## src/rtl/pipe_phy_lane_responder.sv

```systemverilog
// pipe_phy_lane_responder: per-lane PIPE PHY stub answering receiver-detect and PowerDown handshakes.
// Optional P0 loopback echo of Tx data enabled by `define PIPE_PHY_LOOPBACK_EN.
module pipe_phy_lane_responder #(
  parameter int LANESNUMBER = 16,
  parameter logic [LANESNUMBER-1:0] LANE_PRESENT = '1,
  parameter int RST_CYCLES = 8,
  parameter int DETECT_CYCLES = 16,
  parameter int PD_CYCLES = 4,
  parameter int MAXPIPEWIDTH = 32
) (
  input  logic                                      pclk,
  input  logic                                      reset,
  input  logic [LANESNUMBER-1:0]                    TxDetectRx_Loopback,
  input  logic [LANESNUMBER-1:0]                    TxElecIdle,
  input  logic [4*LANESNUMBER-1:0]                  PowerDown,
  input  logic [MAXPIPEWIDTH*LANESNUMBER-1:0]       TxData,
  input  logic [(MAXPIPEWIDTH/8)*LANESNUMBER-1:0]   TxDataK,
  input  logic [LANESNUMBER-1:0]                    TxDataValid,
  output logic [LANESNUMBER-1:0]                    PhyStatus,
  output logic [3*LANESNUMBER-1:0]                  RxStatus,
  output logic [LANESNUMBER-1:0]                    RxElectricalIdle,
  output logic [MAXPIPEWIDTH*LANESNUMBER-1:0]       RxData,
  output logic [(MAXPIPEWIDTH/8)*LANESNUMBER-1:0]   RxDataK,
  output logic [LANESNUMBER-1:0]                    RxDataValid
);
  localparam int KW = MAXPIPEWIDTH / 8;
  localparam int CW = $clog2((DETECT_CYCLES > PD_CYCLES ? DETECT_CYCLES : PD_CYCLES) + 1);
  localparam int RW = $clog2(RST_CYCLES + 1);
  typedef enum logic [2:0] {RST, IDLE, DETECT, HOLD, PDCHG} state_t;
  logic [RW-1:0] rst_cnt_q, rst_cnt_d;
  logic rst_done;
  assign rst_done = rst_cnt_q == RW'(RST_CYCLES);
  assign rst_cnt_d = rst_done ? rst_cnt_q : rst_cnt_q + 1'b1;
  always_ff @(posedge pclk or posedge reset)
    if (reset) rst_cnt_q <= '0;
    else rst_cnt_q <= rst_cnt_d;
  for (genvar i = 0; i < LANESNUMBER; i++) begin : g_lane
    state_t st_q, st_d;
    logic [CW-1:0] cnt_q, cnt_d;
    logic [3:0] pd_in, pd_q, pd_d;
    logic [2:0] rs_q, rs_d;
    logic det_q, det_ok, pd_chg, pulse, lb, phy_q, phy_d, ei_q, ei_d;
    assign pd_in = PowerDown[4*i +: 4];
    assign det_ok = TxDetectRx_Loopback[i] & ~det_q & (pd_in == 4'd2) & TxElecIdle[i];
    assign pd_chg = (pd_in < 4'd4) & (pd_in != pd_q);
    always_comb begin
      st_d = st_q;
      cnt_d = cnt_q;
      pd_d = pd_q;
      pulse = 1'b0;
      rs_d = 3'b000;
      case (st_q)
        RST: st_d = rst_done ? IDLE : RST;
        IDLE:
          if (det_ok) begin
            st_d = DETECT;
            cnt_d = '0;
          end else if (pd_chg) begin
            st_d = PDCHG;
            cnt_d = '0;
            pd_d = pd_in;
          end
        DETECT:
          if (cnt_q == CW'(DETECT_CYCLES - 1)) begin
            st_d = HOLD;
            pulse = 1'b1;
            rs_d = LANE_PRESENT[i] ? 3'b011 : 3'b000;
          end else cnt_d = cnt_q + 1'b1;
        HOLD: st_d = TxDetectRx_Loopback[i] ? HOLD : IDLE;
        PDCHG:
          if (cnt_q == CW'(PD_CYCLES - 1)) begin
            st_d = IDLE;
            pulse = 1'b1;
          end else cnt_d = cnt_q + 1'b1;
        default: st_d = RST;
      endcase
      phy_d = pulse | (st_d == RST);
      ei_d = ~lb & (~LANE_PRESENT[i] | (pd_q != 4'd0));
    end
    always_ff @(posedge pclk or posedge reset)
      if (reset) begin
        st_q <= RST;
        cnt_q <= '0;
        pd_q <= 4'd2;
        det_q <= 1'b0;
        phy_q <= 1'b1;
        rs_q <= 3'b000;
        ei_q <= 1'b1;
      end else begin
        st_q <= st_d;
        cnt_q <= cnt_d;
        pd_q <= pd_d;
        det_q <= TxDetectRx_Loopback[i];
        phy_q <= phy_d;
        rs_q <= rs_d;
        ei_q <= ei_d;
      end
    assign PhyStatus[i] = phy_q;
    assign RxStatus[3*i +: 3] = rs_q;
    assign RxElectricalIdle[i] = ei_q;
`ifdef PIPE_PHY_LOOPBACK_EN
    logic [MAXPIPEWIDTH-1:0] rxd_q, rxd_d;
    logic [KW-1:0] rxk_q, rxk_d;
    logic rxv_q, rxv_d;
    assign lb = (pd_q == 4'd0) & TxDetectRx_Loopback[i] & LANE_PRESENT[i];
    always_comb begin
      rxd_d = lb ? TxData[MAXPIPEWIDTH*i +: MAXPIPEWIDTH] : '0;
      rxk_d = lb ? TxDataK[KW*i +: KW] : '0;
      rxv_d = lb & TxDataValid[i];
    end
    always_ff @(posedge pclk or posedge reset)
      if (reset) begin
        rxd_q <= '0;
        rxk_q <= '0;
        rxv_q <= 1'b0;
      end else begin
        rxd_q <= rxd_d;
        rxk_q <= rxk_d;
        rxv_q <= rxv_d;
      end
    assign RxData[MAXPIPEWIDTH*i +: MAXPIPEWIDTH] = rxd_q;
    assign RxDataK[KW*i +: KW] = rxk_q;
    assign RxDataValid[i] = rxv_q;
`else
    assign lb = 1'b0;
`endif
  end
`ifndef PIPE_PHY_LOOPBACK_EN
  logic unused_tx;
  assign unused_tx = ^{TxData, TxDataK, TxDataValid};
  assign RxData = '0;
  assign RxDataK = '0;
  assign RxDataValid = '0;
`endif
endmodule

```

## config.mk

```make
export PLATFORM = sky130hd
export DESIGN_NAME = pipe_phy_lane_responder
export DESIGN_NICKNAME = d
export VERILOG_FILES = /design/src/rtl/pipe_phy_lane_responder.sv
export SDC_FILE = /design/constraint.sdc
export NUM_CORES = 1
export LEC_CHECK = 0
export BUFFER_PORTS_ARGS = -buffer_cell sky130_fd_sc_hd__clkbuf_2
export CORE_AREA = 2 2 537 539
export DETAILED_ROUTE_END_ITERATION = 8
export DIE_AREA = 0 0 539 541
export GPL_ROUTABILITY_DRIVEN = 0
export PLACE_DENSITY_LB_ADDON = 0.3
export SYNTH_ARGS = -nofsm -noshare
export SYNTH_HDL_FRONTEND = slang
export SYNTH_SLANG_ARGS = --single-unit
```

## constraint.sdc

```tcl
create_clock -name pclk -period 10.7 [get_ports pclk]
set_clock_uncertainty 0.15 [all_clocks]
set_input_delay 1.07 -clock pclk [delete_from_list [all_inputs] [get_ports pclk]]
set_output_delay 1.07 -clock pclk [all_outputs]
set_load 0.005 [all_outputs]
```

==> results of run 1 <==
## flip-flops by register name, summed over array words and instances (netlist names)
register,flops
g_lane.det_q,16
g_lane.st_q,48
g_lane.phy_q,16
g_lane.cnt_q,80
rst_cnt_q,4
g_lane.pd_q,64
g_lane.rs_q,16
g_lane.ei_q,16
## synthesized netlist by cell type, drive strengths merged (25+ instances only)
cell type | count | area, um^2
ha | 34 | 425
dfstp | 48 | 1260
a21oi | 105 | 526
o21ai | 73 | 395
inv | 50 | 188
nand2 | 81 | 304
buf | 684 | 5070
nor2 | 119 | 447
nand3 | 28 | 140
nor3 | 38 | 190
dfrtp | 212 | 5310
and2 | 34 | 218
mux2 | 35 | 394
xnor2 | 33 | 289
nor4bb | 25 | 250
## per-stage QoR
step           instances  hold slack, ns  utilization, %  instance area [um^2]
2_1_floorplan       2579           0.268               -                 20500
3_3_place_gp        5822           0.312            7.32                 21000
3_5_place_dp        5823           0.312            7.32                 21000
4_1_cts             5893           0.299            7.75                 22200
5_1_grt             5893           0.325            7.75                 22200
6_report            5894           0.312            7.75                 22200
## metal layers
| layer | vias up | routed length (um) | part of all wire [%] | track usage, % |
|---|---|---|---|---|
| li1 | 5731 | - | - | - |
| met1 | 5676 | 21200 | 41 | 3.99 |
| met2 | 580 | 23500 | 45 | 5.30 |
| met3 | 90 | 5780 | 11 | 1.67 |
| met4 | 14 | 1510 | 2.9 | 1.24 |
| met5 | - | 99 | 0.19 | 0 |
## area by class of cell
type	instances	area (um^2)	share of cell area (%)
inverter	51	199	0.896
sequential	260	6570	29.6
multi-input combinational	1562	8620	38.8
clock inverter	17	164	0.738
timing repair buffer	169	866	3.90
antenna	1	2.50	0.0113
clock buffer	53	1060	4.77
tap	3781	4730	21.3
## kinds of logic after synthesis
kind of cell	Yosys count	synth area share (%)
compound gates	331	12.0
xor+xnor	51	2.45
fa+ha+maj	34	2.33
buf+inv	757	29.3
flops	260	36.0
mux	39	2.38
other cells	1	0.0206
simple gates	499	15.5
## where the power goes
part / switching [mW] / leakage, nW / internal, mW
clock network: 0.532 / 0.602 / 0.745
registers: 0.296 / 3.30 / 1.30
logic: 0.734 / 5.20 / 0.580
total: 1.56 / 9.10 / 2.62
## path summary, 6_finish.rpt
| path | to | slack [ns] | cells past startpoint |
|---|---|---|---|
| setup reg to reg | g_lane[11].phy_q | 7.77 | 7 |
| setup / recovery | g_lane[11].phy_q | 7.77 | 7 |
| hold / removal | g_lane[4].det_q | 0.31 | 2 |
| hold reg to reg | g_lane[0].ei_q | 0.32 | 2 |
| max in group asynchronous | g_lane[3].cnt_q[3] | 8.18 | 4 |
| min in group pclk | g_lane[0].ei_q | 0.32 | 2 |
==> metrics.yaml, run 1 <==
yosys:
  synthCells: 1972
  synth_enable_flop_cells: 0
  yosys_warnings: 0
  ys_ff_latch: 260
  synth_cell_type_count: 88
  synth-seq-area-share_pct: 36.0
  synth_ff_type: "dfrtp_1"
  synth_area_mm2: 0.0182
  async_reset_ff_share_pct: 100
  synth_area_per_cell_um2: 9.25
timing:
  timing.final.ws_setup_ns: 7.77
  hold_violations: 0
  fin_crit_sh_pct: 27.4
  layout_min_cycle_time_ns: 2.93
  fmax_mhz: 341
  fin_tns_setup_ns: 0
  rsz0062_at_grt: "false"
  slew-limit-headroom_pct: 35.1
  maxSlewViolCount: 0
  setup_viol: 0
  tightestPinTransition_ns: 0.974
global_routing:
  antenna_found_initial: 24
  grt_pass1_wl_um: 72400
  grt_max_degree: 72
  grt_overflow_total: 0
  grt_pass1_vias: 10687
  grt.total_usage_pct: 3.40
detailed_routing:
  via_count: 12091
  via_per_inst: 2.05
  drtAntennaViolNets: 0
  wl_per_cell_um: 8.83
  drc: 0
  drt_iter0_drc: 507
  dr.pass1.iters: 4
  routed_wl_um: 52000
clock_tree:
  cts_max_level: 2
  cts_tree: "yes"
  post_cts_resized: 0
  cts_max_path_buffers: 3
  numCtsBuffers: 39
  clk-insertion-delay-late_ns: 0.62
  clk_pin_slew_worst_paths_ns: 0.05
  root_buffer: "clkbuf_16"
  post_cts_buffers: 0
  cts.sinks: 260
  cts_hold_buf: 0
cells_and_area:
  layout_commonest_cell: "conb_1"
  syn_to_final_growth_pct: 21.8
  n_fill_cell: 33533
  fin_nets: 2807
  drive_gt1_share_pct: 17.7
  layout_common_cells: "conb_1 (608), dfrtp_1 (212), clkbuf_2 (161), nor2_1 (119), a21oi_1 (105)"
run:
  maxCapViolCount: 0
die:
  core.rowCount: 197
  pin_count: 1362
  initial_utilization_pct: 6.37
  coreArea_mm2: 0.286
  die_h_um: 541
  die_w_um: 539
  die_area_mm2: 0.292
setup_path:
  path_delay_family: "compound AO/OA/AOI/OAI gates"
  required_ns: 10.99
  worstPathCellList: "ha_1 > and3_1 > ha_1 > nor4bb_1 > a31oi_1 > o21ai_4 > o41ai_2"
  cpMaxStageDelayCell: "o41ai_2"
  crit_path_start_kind: "register"
  cp.arrival_ns: 3.22
  crit_start: "g_lane[11].cnt_q[0]"
  max_stage_delay_ns: 0.68
  cpMostUsedCell: "ha_1"
  crit_buf_inv: 0
  path_max_fanout: 8
  r2r-start: "g_lane[11].cnt_q[0]"
  endpoint_kind: "register"
  path_class: "reg2reg"
outcome:
  status: "finished clean"
placed_design:
  hpwl_um: 41000
  place_ws_ns: 7.28
  io_buffers: 161
power:
  ir_drop_mv: 0.0934
  power_mw: 4.18
  power.density_mw_per_mm2: 188
  leakagePower_nw: 9.10
min_path:
  hp-class: "in2async"
Note: power is estimated with default switching activity, not from simulation.
==> inputs of run 2 (changes only) <==
==> constraint.sdc (replaced) <==
create_clock -name pclk -period 2.7 [get_ports pclk]
set_clock_uncertainty 0.15 [all_clocks]
set_input_delay 0.27 -clock pclk [delete_from_list [all_inputs] [get_ports pclk]]
set_output_delay 0.27 -clock pclk [all_outputs]
set_load 0.005 [all_outputs]
==> run 2 against run 1 <==
Non-clock buffer count grew 144. Setup slack lost 7.7 ns. Final cell count grew 2.5%. Total power grew to 4.2 times the previous value. Die area is the same. Critical path depth grew 1. Clock power grew to 4.2 times the previous value. Largest cell class unchanged. Register-to-register slack lost 7.7 ns.
==> metrics.yaml, run 2 (synthesis gave the netlist of run 1 again) <==
detailed_routing:
  dr.pass1.iters: 5
  drtAntennaViolNets: 0
  via_per_inst: 2.10
  drc: 0
  routed_wl_um: 52400
  drt_iter0_drc: 661
  via_count: 12694
  wl_per_cell_um: 8.67
clock_tree:
  root_buffer: "clkbuf_16"
  clk_pin_slew_worst_paths_ns: 0.05
  clk-insertion-delay-late_ns: 0.65
  cts.sinks: 260
  cts_tree: "yes"
  cts_max_level: 2
  cts_max_path_buffers: 3
  numCtsBuffers: 40
global_routing:
  grt_overflow_total: 0
  grt.total_usage_pct: 3.41
  grt_pass1_wl_um: 73400
  antenna_found_initial: 29
  grt_max_degree: 81
  grt_pass1_vias: 11362
timing:
  timing.final.ws_setup_ns: 0.0728
  slew-limit-headroom_pct: 51.6
  maxSlewViolCount: 0
  fin_tns_setup_ns: 0
  hold_violations: 0
  layout_min_cycle_time_ns: 2.63
  fin_crit_sh_pct: 97.3
  setup_viol: 0
  tightestPinTransition_ns: 0.715
  fmax_mhz: 381
  holdWs_ns: 0.0394
cells_and_area:
  largest_reg_flops: 80
  drive_gt1_share_pct: 18.1
  fin_nets: 2952
  instances_no_fill: 6044
  layout_common_cells: "conb_1 (608), dfrtp_1 (208), clkbuf_2 (161), dlygate4sd3_1 (124), nor2_1 (119)"
  regMostFlops: "g_lane.cnt_q"
  fin_util_pct: 8.31
  layout_commonest_cell: "conb_1"
  top_regs: "g_lane.cnt_q: 80 flops, g_lane.pd_q: 64 flops, g_lane.st_q: 48 flops"
  postLayoutCellArea_mm2: 0.0238
  syn_to_final_growth_pct: 30.5
setup_path:
  required_ns: 3.04
  path_class: "in2reg"
  max_stage_delay_ns: 0.60
  cpMostUsedCell: "dlygate4sd3_1"
  endpoint_kind: "register"
  cpMaxStageDelayCell: "dlygate4sd3_1"
  worstPathCellList: "dlygate4sd3_1 > clkbuf_2 > nor4bb_2 > dlygate4sd3_1 > nand2_1 > nand3_2 > mux2_2 > dlygate4sd3_1"
  path_max_fanout: 5
  cp.arrival_ns: 2.97
  crit_path_start_kind: "input pin"
placed_design:
  place_ws_ns: -0.0699
  io_buffers: 161
  hpwl_um: 39900
  placed_cell_area_mm2: 0.0212
  dp.cells: 5842
die:
  die_w_um: 539
  pin_count: 1362
  die_h_um: 541
  die_area_mm2: 0.292
  initial_utilization_pct: 6.37
  coreArea_mm2: 0.286
  core.rowCount: 197
run:
  maxCapViolCount: 0
power:
  ir_drop_mv: 0.423
  leakagePower_nw: 9.77
  power.density_mw_per_mm2: 732
  power_mw: 17.4
min_path:
  hp-class: "in2reg"
outcome:
  status: "finished clean"
-- run 2: what timing repair did --
action                                  4_1_cts  5_1_grt
gates cloned                                  0        0
endpoints found under the setup margin        1        9
gates resized for setup                       1       12
hold buffers                                124        0
endpoints found under the hold margin       260        0
buffers inserted                              0        1
-- run 2: layer usage --
layer  vias up  GRT usage, %  part of all wire (%)
li1       6018             -                     -
met1      5990          4.02                    41
met2       579          5.33                    46
met3        95          1.25                   8.9
met4        12          1.90                   4.1
met5         -             0                  0.16
-- run 2: where the power goes --
| group | switching (mW) | total (mW) | internal [mW] |
|---|---|---|---|
| clock | 2.25 | 5.41 | 3.15 |
| sequential | 1.16 | 6.31 | 5.15 |
| combinational | 3.00 | 5.70 | 2.71 |
-- run 2: final cells by class --
cell class	instances	area (um^2)
Fill cell	33425	263000
Multi-Input combinational cell	1562	8650
Sequential cell	260	6570
Tap cell	3781	4730
Timing Repair Buffer	313	2310
Clock buffer	57	1130
Clock inverter	17	196
Inverter	51	195
Antenna cell	3	7.51
-- run 2: worst max-delay path, delay by kind of cell --
kind                   cells  cell delay [ns]
buffers and inverters      4             1.80
multiplexers               1             0.34
AND/OR/NAND/NOR            3             0.55
-- run 2: final timing paths --
check,slack [ns],to,from,depth (start not counted)
min in group asynchronous,0.16,g_lane[4].pd_q[0],reset,4
max in group asynchronous,1.40,g_lane[10].phy_q,reset,5
min,0.04,g_lane[12].st_q[0],PowerDown[50],5
min reg2reg,0.32,g_lane[12].pd_q[2],g_lane[12].pd_q[2],1
max reg2reg,0.09,g_lane[0].pd_q[0],g_lane[0].st_q[2],5
max,0.07,g_lane[14].pd_q[0],PowerDown[59],8
==> inputs of run 3 (changes only) <==
--- a/config.mk
+++ b/config.mk
@@ -5,10 +5,11 @@
 export SDC_FILE = /design/constraint.sdc
 export NUM_CORES = 1
 export LEC_CHECK = 0
+export ABC_AREA = 1
 export BUFFER_PORTS_ARGS = -buffer_cell sky130_fd_sc_hd__clkbuf_2
-export CORE_AREA = 2 2 537 539
+export CORE_AREA = 2 2 524 526
 export DETAILED_ROUTE_END_ITERATION = 8
-export DIE_AREA = 0 0 539 541
+export DIE_AREA = 0 0 526 528
 export GPL_ROUTABILITY_DRIVEN = 0
 export PLACE_DENSITY_LB_ADDON = 0.3
 export SYNTH_ARGS = -nofsm -noshare
==> constraint.sdc (replaced) <==
create_clock -name pclk -period 2.6 [get_ports pclk]
set_clock_uncertainty 0.15 [all_clocks]
set_input_delay 0.26 -clock pclk [delete_from_list [all_inputs] [get_ports pclk]]
set_output_delay 0.26 -clock pclk [all_outputs]
set_load 0.005 [all_outputs]
==> run 3 against run 2 <==
Synthesized cell count increased by 15%. Via count increased by 2.1%. Register-to-register slack improved by 0.34 ns. Largest power group unchanged. Utilization increased by 0.50 points. Sequential cell count unchanged. Worst hold slack improved by 0.038 ns. Sequential power decreased by 6.2%. Clock power increased by 7.4%. Die area decreased by 4.8%. Critical path type unchanged. Setup slack got worse by 0.024 ns. Final area increased by 0.85%.
==> metrics.yaml, run 3 <==
yosys:
  synth_top_area_cell: "dfrtp_1"
  yosys-top-cells-count: "buf_4 (657), nand2_1 (401), inv_1 (213)"
  netlist.area_leader.share_pct: 28.9
  yosys_warnings: 0
  synth_area_leaders: "dfrtp_1 (29%), buf_4 (27%), nand2_1 (8.2%), dfstp_2 (6.9%), inv_1 (4.4%)"
  synth_enable_flop_cells: 0
  synth_ff_type: "dfrtp_1"
  ys_ff_latch: 260
  synth-seq-area-share_pct: 35.8
  synthCells: 2265
  synth_most_common_cell: "buf_4"
  synth_cell_type_count: 40
  async_reset_ff_share_pct: 100
  synth_area_mm2: 0.0184
  synth_area_per_cell_um2: 8.11
timing:
  fmax_mhz: 392
  fin_crit_sh_pct: 98.1
  rsz0062_at_grt: "false"
  hold_violations: 0
  slew-limit-headroom_pct: 61.9
  setup_viol: 0
  maxSlewViolCount: 0
  layout_min_cycle_time_ns: 2.55
  tightestPinTransition_ns: 0.572
detailed_routing:
  drc: 0
  wl_per_cell_um: 7.62
  wl_met1_um: 19500
  dr_wl_met3_um: 3900
  dr_wl_met2_um: 22000
  highest_layer: "met5"
  routed_wl_um: 47300
  drtAntennaViolNets: 0
  via_count: 12961
  via_per_inst: 2.09
  drt_iter0_drc: 443
  dr.pass1.iters: 7
min_path:
  min_from: "PowerDown[11]"
  hp-class: "in2reg"
placed_design:
  hpwl_um: 36400
  placed_cell_area_mm2: 0.0212
  dp.cells: 5978
  io_buffers: 161
setup_path:
  cpMaxStageDelayCell: "dlygate4sd3_1"
  r2r-start: "g_lane[12].det_q"
  required_ns: 2.96
  worstPathCellList: "dlygate4sd3_1 > clkbuf_2 > nor2_2 > dlygate4sd3_1 > nand3_1 > nor2_1 > nor2_2 > nand3_2 > nand2_1 > o21ai_0 > dlygate4sd3_1"
  endpoint_kind: "register"
  max_stage_delay_ns: 0.61
  crit_start: "PowerDown[14]"
  crit_path_start_kind: "input pin"
  path_max_fanout: 7
  cpMostUsedCell: "dlygate4sd3_1"
  cp.arrival_ns: 2.91
  path_class: "in2reg"
cells_and_area:
  multi_input_area_mm2: 0.00829
  syn_to_final_growth_pct: 30.7
  top_regs: "g_lane.cnt_q: 80 flops, g_lane.pd_q: 64 flops, g_lane.st_q: 48 flops"
  instances_no_fill: 6200
  layout_commonest_cell: "conb_1"
  largest_reg_flops: 80
  fin_nets: 3298
  n_fill_cell: 31849
  drive_gt1_share_pct: 16.7
  regMostFlops: "g_lane.cnt_q"
  postLayoutCellArea_mm2: 0.0240
  register_area_mm2: 0.00657
  layout_common_cells: "conb_1 (608), nand2_1 (401), inv_1 (212), dfrtp_1 (212), clkbuf_2 (161)"
die:
  die_w_um: 526
  coreArea_mm2: 0.272
  pin_count: 1362
  die_area_mm2: 0.278
  initial_utilization_pct: 6.74
  die_h_um: 528
  core.rowCount: 192
global_routing:
  grt_pass1_vias: 11886
  antenna_found_initial: 23
  grt_pass1_wl_um: 69200
  grt_overflow_total: 0
  grt_max_degree: 80
  grt.total_usage_pct: 3.28
clock_tree:
  cts.sinks: 260
  cts_max_level: 2
  root_buffer: "clkbuf_16"
  post_cts_buffers: 0
  cts_max_path_buffers: 3
  numCtsBuffers: 41
  cts_tree: "yes"
  clk-insertion-delay-late_ns: 0.64
  clk_pin_slew_worst_paths_ns: 0.05
power:
  power.switching_mw: 6.35
  p_comb_share_pct: 31.4
  seq_power_share_pct: 34.6
  ir_drop_mv: 0.379
  power_frac_clock_pct: 33.9
  switching_share_pct: 37.1
  power.density_mw_per_mm2: 713
  internal_power_mw: 10.8
  leakagePower_nw: 10.8
run:
  maxCapViolCount: 0
outcome:
  status: "finished clean"
-- run 3: cell count changes in the layout (fill, tap and decap cells not counted), sizes merged, moves of 35 or more --
cell	change
nand3	+122
nand2	+349
a21oi	-101
o21ai	+50
nor2	+76
mux2	-35
inv	+179
-- run 3: cell type report --
cell class,instances,area share (%)
clock inverters,21,0.933
inverters,229,3.60
diodes,4,0.0417
clock buffers,55,4.87
repair buffers,316,9.95
flip-flops and latches,260,27.4
multi-input cells,1726,34.5
well taps,3589,18.7
-- run 3: metal layers --
layer / vias to the layer above / global-route usage (%)
li1: 6483 / -
met1: 5840 / 3.87
met2: 561 / 5.38
met3: 73 / 1.04
met4: 4 / 1.55
met5: - / 0
-- run 3: worst paths after layout --
path | endpoint | slack [ns] | depth (start not counted)
hold / removal | g_lane[2].pd_q[0] | 0.08 | 6
max in group asynchronous | g_lane[7].ei_q | 1.42 | 5
hold reg to reg | rst_cnt_q[3] | 0.32 | 1
min in group asynchronous | g_lane[5].det_q | 0.23 | 4
setup / recovery | g_lane[3].pd_q[0] | 0.05 | 11
setup reg to reg | g_lane[12].pd_q[0] | 0.43 | 8
-- run 3: worst max-delay path, delay by kind of cell --
| kind | cells | cell delay, ns |
|---|---|---|
| buffers and inverters | 4 | 1.83 |
| and+or+nand+nor | 6 | 0.75 |
| AOI/OAI and AO/OA | 1 | 0.07 |
-- run 3: through the flow --
stage                     setup TNS (ns)  utilization (%)  hold slack (ns)  setup WS [ns]  total power, mW
after global routing                   0             8.81           0.0752        0.00939             18.7
after floorplan                  -268.66                -            0.141          -1.20             10.3
after global placement                 0             7.77            0.237          0.385             11.0
final                                  0             8.81           0.0771         0.0490             17.1
after CTS                              0             8.80         0.000832         0.0364             17.7
after detailed placement               0             7.77            0.240          0.341             11.0
-- run 3: cell families after synthesis --
logic type | after synthesis | synth area share [%]
adder cells (fa/ha/maj) | 34 | 2.32
buffers and inverters | 886 | 31.5
other | 1 | 0.0204
XOR/XNOR | 75 | 3.58
AND/OR/NAND/NOR | 862 | 22.4
AO/OA/AOI/OAI | 147 | 4.35
flip-flops | 260 | 35.8
-- run 3: repair_timing --
item	in CTS	in global routing
endpoints found under the setup margin	0	2
hold endpoints to repair	414	0
hold buffers	142	0
resized for setup	0	1
-- run 3: power groups by stage --
stage / clock network [mW] / logic (mW) / registers [mW]
floorplan: 0 / 4.58 / 5.77
global placement: 0 / 5.00 / 6.02
detailed placement: 0 / 5.00 / 6.02
CTS: 6.27 / 5.51 / 5.96
global route: 6.38 / 6.19 / 6.07
finish: 5.81 / 5.38 / 5.92
